--- src/rtl/alu_share_arbiter_if.sv ---
// Handshake bundle between the datapath clients, the shared ALU and alu_share_arbiter.
// master = clients plus ALU side, slave = arbiter.
interface alu_share_arbiter_if #(
   parameter int NREQ = 4
);
   localparam int IDW = $clog2(NREQ);

   logic [NREQ-1:0]      req_valid;
   logic [NREQ-1:0]      req_ready;
   logic [4*NREQ-1:0]    req_op;
   logic [64*NREQ-1:0]   req_a;
   logic [64*NREQ-1:0]   req_b;
   logic [3:0]           alu_opr;
   logic [63:0]          alu_a;
   logic [63:0]          alu_b;
   logic [63:0]          alu_result;
   logic                 resp_valid;
   logic                 resp_ready;
   logic [IDW-1:0]       resp_id;
   logic [63:0]          resp_data;
   logic                 resp_err;
   logic                 busy;

   modport master (
      output req_valid, req_op, req_a, req_b, alu_result, resp_ready,
      input  req_ready, alu_opr, alu_a, alu_b, resp_valid, resp_id, resp_data, resp_err, busy
   );

   modport slave (
      input  req_valid, req_op, req_a, req_b, alu_result, resp_ready,
      output req_ready, alu_opr, alu_a, alu_b, resp_valid, resp_id, resp_data, resp_err, busy
   );
endinterface

--- src/rtl/alu_share_arbiter.sv ---
// Round-robin arbiter/sequencer sharing one 64-bit ALU among NREQ requesters.
// Optional illegal-opcode trap is enabled by defining ALU_ARB_OPCHECK_EN.
//
// state  | meaning
// IDLE   | no op in flight; grant any valid requester
// EXEC   | issue registers drive the ALU; result captured at end of cycle
// RESP   | response held until resp_ready; back-to-back accept allowed
module alu_share_arbiter #(
   parameter int NREQ = 4
) (
   input logic                 clk,
   input logic                 rst_n,
   alu_share_arbiter_if.slave  bus
);
   localparam int IDW = $clog2(NREQ);

   typedef enum logic [1:0] {
      S_IDLE,
      S_EXEC,
      S_RESP
   } state_t;

   state_t         state;
   logic [IDW-1:0] last_gnt;
   logic [IDW-1:0] gnt;
   logic [IDW-1:0] cur_id;
   logic           cur_err;
   logic           any_valid;
   logic           can_accept;
   logic           accept;
   logic           sel_illegal;
   logic [3:0]     sel_op;

   // Search starts one past the last winner and wraps modulo NREQ.
   always_comb begin
      int             idx;
      logic           found;
      logic [IDW-1:0] cand;
      gnt   = last_gnt;
      found = 1'b0;
      idx   = 0;
      cand  = '0;
      for (int i = 1; i <= NREQ; i++) begin
         idx = int'(last_gnt) + i;
         if (idx >= NREQ) idx = idx - NREQ;
         cand = IDW'(idx);
         if (!found && bus.req_valid[cand]) begin
            gnt   = cand;
            found = 1'b1;
         end
      end
   end

   assign any_valid     = |bus.req_valid;
   assign can_accept    = (state == S_IDLE) || ((state == S_RESP) && bus.resp_ready);
   assign accept        = can_accept && any_valid;
   assign bus.req_ready = accept ? (NREQ'(1) << gnt) : '0;
   assign sel_op        = bus.req_op[4*gnt +: 4];

`ifdef ALU_ARB_OPCHECK_EN
   assign sel_illegal = (sel_op > 4'd10);
`else
   assign sel_illegal = 1'b0;
`endif

   always_ff @(posedge clk or negedge rst_n) begin
      if (!rst_n) begin
         state          <= S_IDLE;
         last_gnt       <= IDW'(NREQ-1);
         cur_id         <= '0;
         cur_err        <= 1'b0;
         bus.alu_opr    <= 4'd0;
         bus.alu_a      <= '0;
         bus.alu_b      <= '0;
         bus.resp_valid <= 1'b0;
         bus.resp_id    <= '0;
         bus.resp_data  <= '0;
         bus.resp_err   <= 1'b0;
         bus.busy       <= 1'b0;
      end else begin
         case (state)
            S_IDLE: begin
               if (accept) begin
                  state    <= S_EXEC;
                  bus.busy <= 1'b1;
               end
            end
            S_EXEC: begin
               // A trapped opcode ran as add on the ALU, so its result is discarded.
               bus.resp_data  <= cur_err ? '0 : bus.alu_result;
               bus.resp_id    <= cur_id;
               bus.resp_err   <= cur_err;
               bus.resp_valid <= 1'b1;
               state          <= S_RESP;
            end
            S_RESP: begin
               if (bus.resp_ready) begin
                  bus.resp_valid <= 1'b0;
                  if (any_valid) begin
                     state <= S_EXEC;
                  end else begin
                     state    <= S_IDLE;
                     bus.busy <= 1'b0;
                  end
               end
            end
            default: begin
               state    <= S_IDLE;
               bus.busy <= 1'b0;
            end
         endcase

         if (accept) begin
            last_gnt    <= gnt;
            cur_id      <= gnt;
            cur_err     <= sel_illegal;
            bus.alu_opr <= sel_illegal ? 4'd0 : sel_op;
            bus.alu_a   <= bus.req_a[64*gnt +: 64];
            bus.alu_b   <= bus.req_b[64*gnt +: 64];
         end
      end
   end
endmodule
--- src/flat_wrapper.sv ---
// flat-port wrapper written by rule: the top's interface ports become plain ports
module alu_share_arbiter_flat 
#(
   parameter int NREQ = 4
)
  (clk, rst_n, bus_req_valid, bus_req_op, bus_req_a, bus_req_b, bus_alu_result, bus_resp_ready, bus_req_ready, bus_alu_opr, bus_alu_a, bus_alu_b, bus_resp_valid, bus_resp_id, bus_resp_data, bus_resp_err, bus_busy);
  alu_share_arbiter_if #(.NREQ(NREQ)) bus_i ();
  input logic clk;
  input logic rst_n;
  input wire logic [$bits(bus_i.req_valid)-1:0] bus_req_valid;
  input wire logic [$bits(bus_i.req_op)-1:0] bus_req_op;
  input wire logic [$bits(bus_i.req_a)-1:0] bus_req_a;
  input wire logic [$bits(bus_i.req_b)-1:0] bus_req_b;
  input wire logic [$bits(bus_i.alu_result)-1:0] bus_alu_result;
  input wire logic [$bits(bus_i.resp_ready)-1:0] bus_resp_ready;
  output wire logic [$bits(bus_i.req_ready)-1:0] bus_req_ready;
  output wire logic [$bits(bus_i.alu_opr)-1:0] bus_alu_opr;
  output wire logic [$bits(bus_i.alu_a)-1:0] bus_alu_a;
  output wire logic [$bits(bus_i.alu_b)-1:0] bus_alu_b;
  output wire logic [$bits(bus_i.resp_valid)-1:0] bus_resp_valid;
  output wire logic [$bits(bus_i.resp_id)-1:0] bus_resp_id;
  output wire logic [$bits(bus_i.resp_data)-1:0] bus_resp_data;
  output wire logic [$bits(bus_i.resp_err)-1:0] bus_resp_err;
  output wire logic [$bits(bus_i.busy)-1:0] bus_busy;
  assign bus_i.req_valid = bus_req_valid;
  assign bus_i.req_op = bus_req_op;
  assign bus_i.req_a = bus_req_a;
  assign bus_i.req_b = bus_req_b;
  assign bus_i.alu_result = bus_alu_result;
  assign bus_i.resp_ready = bus_resp_ready;
  assign bus_req_ready = bus_i.req_ready;
  assign bus_alu_opr = bus_i.alu_opr;
  assign bus_alu_a = bus_i.alu_a;
  assign bus_alu_b = bus_i.alu_b;
  assign bus_resp_valid = bus_i.resp_valid;
  assign bus_resp_id = bus_i.resp_id;
  assign bus_resp_data = bus_i.resp_data;
  assign bus_resp_err = bus_i.resp_err;
  assign bus_busy = bus_i.busy;
  alu_share_arbiter #(.NREQ(NREQ)) u_core (.clk(clk), .rst_n(rst_n), .bus(bus_i));
endmodule
--- config.mk ---
export PLATFORM = sky130hd
export DESIGN_NAME = alu_share_arbiter_flat
export DESIGN_NICKNAME = d
export VERILOG_FILES = /design/src/rtl/alu_share_arbiter_if.sv /design/src/rtl/alu_share_arbiter.sv /design/src/flat_wrapper.sv
export SDC_FILE = /design/constraint.sdc
export NUM_CORES = 1
export LEC_CHECK = 0
export CAP_MARGIN = 40
export CORE_AREA = 10 10 303 305
export DETAILED_ROUTE_END_ITERATION = 10
export DIE_AREA = 0 0 313 315
export GPL_TIMING_DRIVEN = 1
export PLACE_DENSITY = 0.35
export SYNTH_ARGS = -nofsm -noshare
export SYNTH_HDL_FRONTEND = slang
export SYNTH_SLANG_ARGS = --single-unit
export TNS_END_PERCENT = 5
--- constraint.sdc ---
create_clock -name clk -period 4.7 [get_ports clk]
set_clock_uncertainty 0.2 [all_clocks]
set_input_delay 0.94 -clock clk [delete_from_list [all_inputs] [get_ports clk]]
set_output_delay 0.94 -clock clk [all_outputs]
set_load 0.03 [all_outputs]
==> out/qor_table.md, run 1 <==
| Group | Quantity | Reported |
|---|---|---|
| outcome | Status | finished, final reports clean |
| yosys | Ys flop type | sky130_fd_sc_hd__dfrtp_1 |
| setup path | R2R Path Start | u_core.last_gnt[0]$_DFFE_PN1P_ |
| clock network | Hold bufs inserted after CTS | 0 |
| cells and area | Storage cell area | 5160 um2 |
| setup path | Cell breakdown of the critical path | clkdlybuf4s50_1 > nor2b_1 > o21ai_0 > o21ai_0 > nand2_1 > nor2_1 > clkdlybuf4s50_1 |
| die | Die area | 98600 um2 |
| route | Wire length per cell after detailed routing | 25.3 um |
| setup path | Start point of the critical path | bus_req_valid[3] |
| cells and area | Number of nets in the layout | 2426 |
| yosys | Area fraction of the dominant cell type after synthesis | 44.6% |
| run | # Max-Cap Violations | 0 |
| route | Initial DRC Count | 548 |
| timing | # setup viols final | 0 |
| yosys | Sequential element share of the synthesized area | 45.0% |
| pwr | Leak Pwr | 8.28 nW |
| place | Buffers added on ports | 802 |
| global route | Maximum number of pins on one net before global-route repair | 139 |
| route | Drt via density | 4.02 |
| global route | Total Routing Usage GR | 14.8% |
| place | Post-detailed-placement half-perimeter wirelength | 59.7 mm |
| cells and area | Fill count | 9250 |
| setup path | Critical path launch point type | input port |
| setup path | Crit-path max cell delay | 700 ps |
| yosys | Avg Synthesized Cell Area | 10.5 um2 |
| route | Drt drc | 0 |
| setup path | R2r worst-path depth | 7 |
| yosys | Area leader, netlist | sky130_fd_sc_hd__dfrtp_1 |
| yosys | Area of the mapped netlist | 11400 um2 |
| place | Placement-stage worst setup slack | 336 ps |
| pwr | Power density relative to cell area | 671 nW/um2 |
| yosys | Number of warning messages in the yosys log | 0 |
| clock network | Post-CTS setup buffer count | 0 |
| route | Remaining antenna violation count after routing | 0 |
| setup path | Reg-to-reg slack, setup | 1710 ps |
| min path | Classification of the worst-slack hold path | in -> async |
| pwr | Worst IR Drop VDD | 0.408 mV |
| cells and area | Area grow syn2layout | 90.1% |
| global route | Via count of the first global-routing pass | 13537 |
| die | Core Area | 85900 um2 |
| yosys | Post-Synthesis Cells | 1086 |
| yosys | Number of distinct library cell variants in the gate-level netlist after synthesis | 29 |
| setup path | Endpoint of the worst setup timing path | bus_req_ready[3] |
| yosys | Total nets after synthesis | 1685 |
| route | TritonRoute pass-1 iters | 5 |
| timing | Final setup TNS | 0 ps |
| global route | Number of antenna violations at the first check in global routing | 30 |
| die | Vert. Die Dim | 315 um |
| global route | Overall overflow remaining after global route | 0 |
| yosys | Number of enable-type register cells in the synthesized netlist | 0 |
| setup path | Crit Path Category | in -> out |
| setup path | Data required time at the worst endpoint | 3560 ps |
| clock network | Number of buffers created by CTS | 30 |
| timing | Final hold violations | 0 |
| route | Total wire length after detailed routing | 76.6 mm |
| cells and area | Final cell count without fillers | 3021 |
| setup path | Terminus of the critical flop-to-flop path | u_core.bus.alu_a[1]$_DFFE_PN0P_ |
| setup path | Worst EP arrival | 3170 ps |
| timing | Post-layout min period | 4310 ps |
| route | Total met3 wirelength after detailed routing | 7.24 mm |
| die | Number of top-level design ports | 804 |
| yosys | Post-synthesis async set-or-reset flop share | 100% |
| clock network | Worst-Skew Late Latency | 600 ps |
| place | Placed cells | 2950 |
| timing | Actual transition at the worst max-transition pin | 1080 ps |
| route | Metal-1 WL | 28.8 mm |
| route | Highest metal used | met5 |
| global route | First-pass GRT wire length | 107 mm |
| clock network | Clock root cell | sky130_fd_sc_hd__clkbuf_16 |
| clock network | CTS clk-pin slew, worst paths | 60 ps |
| setup path | Cell with the biggest individual delay on the critical path | sky130_fd_sc_hd__clkdlybuf4s50_1 |
| place | Final RePlAce weighted congestion | 0.782 |
| timing | Post-route setup slack | 393 ps |
| timing | Remaining max-slew budget at the tightest pin | 27.7% |
| timing | Number of max-slew violations in the final report | 0 |
| clock network | Number of cells upsized or downsized after cts | 0 |
| route | Routed length on met2 | 38.8 mm |
| cells and area | Proportion of layout cells with a drive suffix above 1 | 7.73% |
| yosys | Yosys reg bits | 206 |
| clock network | Number of clock sinks | 206 |
| timing | Max Clock Freq | 232 MHz |
| die | Initial core utilization | 13.3% |
| clock network | CTS max path bufs | 3 |
| clock network | TritonCTS clock tree | built |
| timing | Final cycle utilization of the critical path | 91.6% |
| setup path | Critical path endpoint category | primary output |
| clock network | H-tree depth | 1 |
| cells and area | Total area of multi-input combinational cells | 5800 um2 |
| route | Via count | 12156 |
| setup path | Maximum net fanout on the critical path | 4 |
| die | Row cnt | 108 |
| yosys | Area contributors post-synth | sky130_fd_sc_hd__dfrtp_1 45%, sky130_fd_sc_hd__mux2i_1 12%, sky130_fd_sc_hd__a221oi_1 10% |
| timing | Setup repair after global routing missed its margin | false |
| die | Die extent in x | 313 um |
## sequential cells by signal (all words and copies together) (netlist names)
name                   flops
u_core.bus.alu_a          64
u_core.cur_id              2
u_core.bus.resp_valid      1
u_core.state               2
u_core.bus.busy            1
u_core.bus.resp_id         2
u_core.last_gnt            2
u_core.bus.alu_b          64
u_core.bus.alu_opr         4
u_core.bus.resp_data      64
## logic make-up (layout without fill, tap and decap cells)
group           count (synthesis)  after routing  share of synthesized area (%)
other cells                     1             16                         0.0328
flops                         206            206                           45.0
simple gates                  291            291                           12.6
mux                           198            198                           18.0
buf+inv                       112            877                           4.60
compound gates                278            278                           19.7
## worst min path at each step
stage / cells after the start / to / startpoint
finish: 1 / u_core.bus.alu_a[7]$_DFFE_PN0P_ / rst_n
global route: 1 / u_core.bus.alu_a[7]$_DFFE_PN0P_ / rst_n
CTS: 1 / u_core.bus.alu_a[14]$_DFFE_PN0P_ / rst_n
detailed placement: 1 / u_core.bus.resp_data[0]$_DFFE_PN0P_ / u_core.bus.resp_data[0]$_DFFE_PN0P_
global placement: 1 / u_core.bus.resp_data[27]$_DFFE_PN0P_ / u_core.bus.resp_data[27]$_DFFE_PN0P_
floorplan: 2 / u_core.cur_id[1]$_DFFE_PN0P_ / u_core.cur_id[1]$_DFFE_PN0P_
## critical path, delay by kind of cell
family                 cells  cell delay, ps
AOI/OAI and AO/OA          2             420
and+or+nand+nor            3             580
buffers and inverters      2            1230
## cells in the final DEF (no fill, tap or decap), types with 7 or more instances in the layout
cell / count
sky130_fd_sc_hd__and2_1: 132
sky130_fd_sc_hd__clkdlybuf4s50_1: 799
sky130_fd_sc_hd__dfrtp_1: 204
sky130_fd_sc_hd__buf_12: 12
sky130_fd_sc_hd__clkbuf_1: 10
sky130_fd_sc_hd__diode_2: 15
sky130_fd_sc_hd__mux2_2: 66
sky130_fd_sc_hd__a221oi_1: 132
sky130_fd_sc_hd__mux2i_1: 132
sky130_fd_sc_hd__clkbuf_16: 30
sky130_fd_sc_hd__nor2_1: 143
sky130_fd_sc_hd__a211oi_1: 132
sky130_fd_sc_hd__buf_4: 7
## synthesized netlist by cell type, drive strengths merged (3+ instances only)
master,instances
dfrtp,204
a221oi,132
a211oi,132
buf,46
mux2,66
nand2,6
nor2,143
o21ai,6
and2,134
nor2b,3
clkbuf,64
a21oi,3
mux2i,132
## cell type report
cell class                      count  share of cell area [%]
Antenna cell                       15                   0.172
Clock buffer                       46                    4.00
Clock inverter                     10                   0.586
Inverter                            2                  0.0575
Multi-Input combinational cell    768                    26.7
Sequential cell                   206                    23.7
Tap cell                         1155                    6.64
Timing Repair Buffer              819                    38.2
## routing by layer
layer	global-route usage, %	vias to the layer above
met4	4.18	20
met5	0	-
met1	16.2	5922
met2	26.2	529
li1	-	5600
met3	6.02	85
## report_power, final
| group | switching (mW) | internal [mW] |
|---|---|---|
| Sequential | 0.531 | 2.72 |
| Clock | 0.948 | 1.38 |
| Combinational | 5.39 | 3.62 |
## metrics by stage
| step | area [um2] | power (mW) | utilization, % | hold WS, ps |
|---|---|---|---|---|
| final | 21800 | 14.6 | 25.3 | 88.6 |
| after global routing | 21800 | 15.5 | 25.3 | 92.6 |
| after CTS | 21700 | 14.9 | 25.3 | 83.1 |
| after detailed placement | 20700 | 12.5 | 24.1 | 294 |
| after global placement | 20700 | 12.4 | 24.1 | 288 |
| after floorplan | 11400 | 8.28 | - | 241 |
(Power assumes the default switching activity.)
==> inputs of run 2 (changes only) <==
--- a/config.mk
+++ b/config.mk
@@ -5,11 +5,14 @@
 export SDC_FILE = /design/constraint.sdc
 export NUM_CORES = 1
 export LEC_CHECK = 0
+export ABC_CLOCK_PERIOD_IN_PS = 4700
 export CAP_MARGIN = 40
 export CORE_AREA = 10 10 303 305
+export CTS_CLUSTER_DIAMETER = 150
 export DETAILED_ROUTE_END_ITERATION = 10
 export DIE_AREA = 0 0 313 315
 export GPL_TIMING_DRIVEN = 1
+export HOLD_SLACK_MARGIN = 0.1
 export PLACE_DENSITY = 0.35
 export SYNTH_ARGS = -nofsm -noshare
 export SYNTH_HDL_FRONTEND = slang
==> run 2 against run 1 <==
Against the previous run: power about the same; worst setup slack better by 4.2 ps; sequential cell count unchanged; non-clock buffer count grew 1; cell count barely moved; die area did not move; utilization hardly changed; routed wire length about the same; combinational power is essentially flat; sequential share of layout area is essentially flat; critical path type unchanged; critical endpoint unchanged; largest cell class unchanged.
==> out/qor_table.md, run 2 (synthesized netlist as in run 1, its figures left out) <==
| Group | Quantity | Reported |
|---|---|---|
| outcome | Status | finished, final reports clean |
| route | Drt via density | 4.01 |
| die | Die area | 98600 um2 |
| setup path | Data required time at the worst endpoint | 3560 ps |
| cells and area | Number of nets in the layout | 2427 |
| setup path | Buffer and inverter count on the worst path | 2 |
| setup path | Crit-path max cell delay | 700 ps |
| route | Initial DRC Count | 480 |
| route | Wire length per cell after detailed routing | 25.3 um |
| die | Vert. Die Dim | 315 um |
| cells and area | Fill count | 9248 |
| global route | Number of antenna violations at the first check in global routing | 30 |
| route | TritonRoute pass-1 iters | 5 |
| global route | Total Routing Usage GR | 14.8% |
| timing | # setup viols final | 0 |
| die | Row cnt | 108 |
| clock network | Worst-Skew Late Latency | 600 ps |
| timing | Final-layout worst hold slack | 302 ps |
| pwr | Worst IR Drop VDD | 0.410 mV |
| timing | Final setup TNS | 0 ps |
| clock network | Hold bufs inserted after CTS | 1 |
| clock network | Number of cells upsized or downsized after cts | 0 |
| global route | Via count of the first global-routing pass | 13547 |
| clock network | Clock root cell | sky130_fd_sc_hd__clkbuf_16 |
| run | # Max-Cap Violations | 0 |
| clock network | CTS max path bufs | 3 |
| pwr | Leak Pwr | 8.29 nW |
| timing | Final cycle utilization of the critical path | 91.6% |
| global route | First-pass GRT wire length | 107 mm |
| cells and area | Most frequent cells in the layout | 799 x sky130_fd_sc_hd__clkdlybuf4s50_1, 204 x sky130_fd_sc_hd__dfrtp_1, 143 x sky130_fd_sc_hd__nor2_1 |
| die | Core Area | 85900 um2 |
| place | Post-detailed-placement half-perimeter wirelength | 59.7 mm |
| die | Initial core utilization | 13.3% |
| timing | Max Clock Freq | 232 MHz |
| cells and area | Most common cell after layout, fill and taps aside | sky130_fd_sc_hd__clkdlybuf4s50_1 |
| route | Drt drc | 0 |
| cells and area | Storage cell area | 5160 um2 |
| setup path | Crit path max-delay family | buffers and inverters |
| cells and area | Largest registers | u_core.bus.alu_a: 64 flops, u_core.bus.alu_b: 64 flops, u_core.bus.resp_data: 64 flops |
| setup path | Cell breakdown of the critical path | clkdlybuf4s50_1 > nor2b_1 > o21ai_0 > o21ai_0 > nand2_1 > nor2_1 > clkdlybuf4s50_1 |
| clock network | TritonCTS clock tree | built |
| timing | Setup repair after global routing missed its margin | false |
| setup path | Cell with the biggest individual delay on the critical path | sky130_fd_sc_hd__clkdlybuf4s50_1 |
| global route | Overall overflow remaining after global route | 0 |
| timing | Post-layout min period | 4300 ps |
| route | Remaining antenna violation count after routing | 0 |
| setup path | Critical path endpoint category | primary output |
| timing | Actual transition at the worst max-transition pin | 1110 ps |
| timing | Final hold violations | 0 |
| pwr | Power after layout | 14.6 mW |
| clock network | Number of clock sinks | 206 |
| cells and area | Total area of multi-input combinational cells | 5800 um2 |
| setup path | Crit Path Category | in -> out |
| pwr | Power density relative to cell area | 670 nW/um2 |
| route | Total wire length after detailed routing | 76.6 mm |
| clock network | Number of buffers created by CTS | 30 |
| setup path | Critical path launch point type | input port |
| die | Die extent in x | 313 um |
| setup path | Maximum net fanout on the critical path | 4 |
| route | Via count | 12131 |
| clock network | H-tree depth | 1 |
| cells and area | Proportion of layout cells with a drive suffix above 1 | 7.72% |
| cells and area | Area grow syn2layout | 90.2% |
| clock network | Post-CTS setup buffer count | 0 |
| global route | Maximum number of pins on one net before global-route repair | 139 |
| setup path | Worst EP arrival | 3160 ps |
| timing | Number of max-slew violations in the final report | 0 |
| place | Final RePlAce weighted congestion | 0.782 |
| timing | Remaining max-slew budget at the tightest pin | 26.2% |
| die | Number of top-level design ports | 804 |
| place | Buffers added on ports | 802 |
| clock network | CTS clk-pin slew, worst paths | 50 ps |
| min path | Classification of the worst-slack hold path | reg -> reg |
run 2: worst reg2reg max path: cells and delay by family (launching register included):
kind | cells | cell delay, ps
AND/OR/NAND/NOR | 2 | 470
AO/OA/AOI/OAI | 3 | 860
flip-flops | 1 | 570
buffers and inverters | 2 | 740
run 2: final cells by class:
class / count / area share, %
timing repair buffer: 820 / 38.2
multi-input combinational: 768 / 26.7
sequential: 206 / 23.7
tap: 1155 / 6.64
clock buffer: 46 / 4.00
clock inverter: 10 / 0.586
antenna: 17 / 0.195
inverter: 2 / 0.0575
run 2: report_power, final:
group | total, mW | leakage, nW | internal, mW | switching [mW]
sequential | 3.26 | 2.33 | 2.72 | 0.532
combinational | 9.01 | 5.47 | 3.62 | 5.39
clock | 2.33 | 0.488 | 1.38 | 0.947
run 2: final timing paths:
path	start	endpoint	slack (ps)	cells after the start
setup / recovery	bus_req_valid[3]	bus_req_ready[3]	400	7
hold / removal	u_core.bus.resp_data[24]$_DFFE_PN0P_	u_core.bus.resp_data[24]$_DFFE_PN0P_	300	1
setup reg to reg	u_core.last_gnt[0]$_DFFE_PN1P_	u_core.bus.alu_a[1]$_DFFE_PN0P_	1700	7
hold reg to reg	u_core.bus.resp_data[24]$_DFFE_PN0P_	u_core.bus.resp_data[24]$_DFFE_PN0P_	300	1
max in group asynchronous	rst_n	u_core.bus.resp_data[57]$_DFFE_PN0P_	2630	3
min in group asynchronous	rst_n	u_core.bus.alu_a[7]$_DFFE_PN0P_	690	2
run 2: per-layer routing:
metal	up-vias	global-route usage (%)	part of all wire (%)
li1	5604	-	-
met1	5875	16.2	37
met2	543	26.2	51
met3	89	6.06	9.6
met4	20	4.24	2.2
met5	-	0	0.16
run 2: metrics by stage:
step | setup slack (ps) | util [%] | cell area [um2] | cells
after floorplan | 1280 | - | 11400 | 1086
after global placement | 309 | 24.1 | 20700 | 2949
after detailed placement | 336 | 24.1 | 20700 | 2950
after CTS | 320 | 25.3 | 21700 | 3007
after global routing | 229 | 25.3 | 21800 | 3018
final | 397 | 25.3 | 21800 | 3024
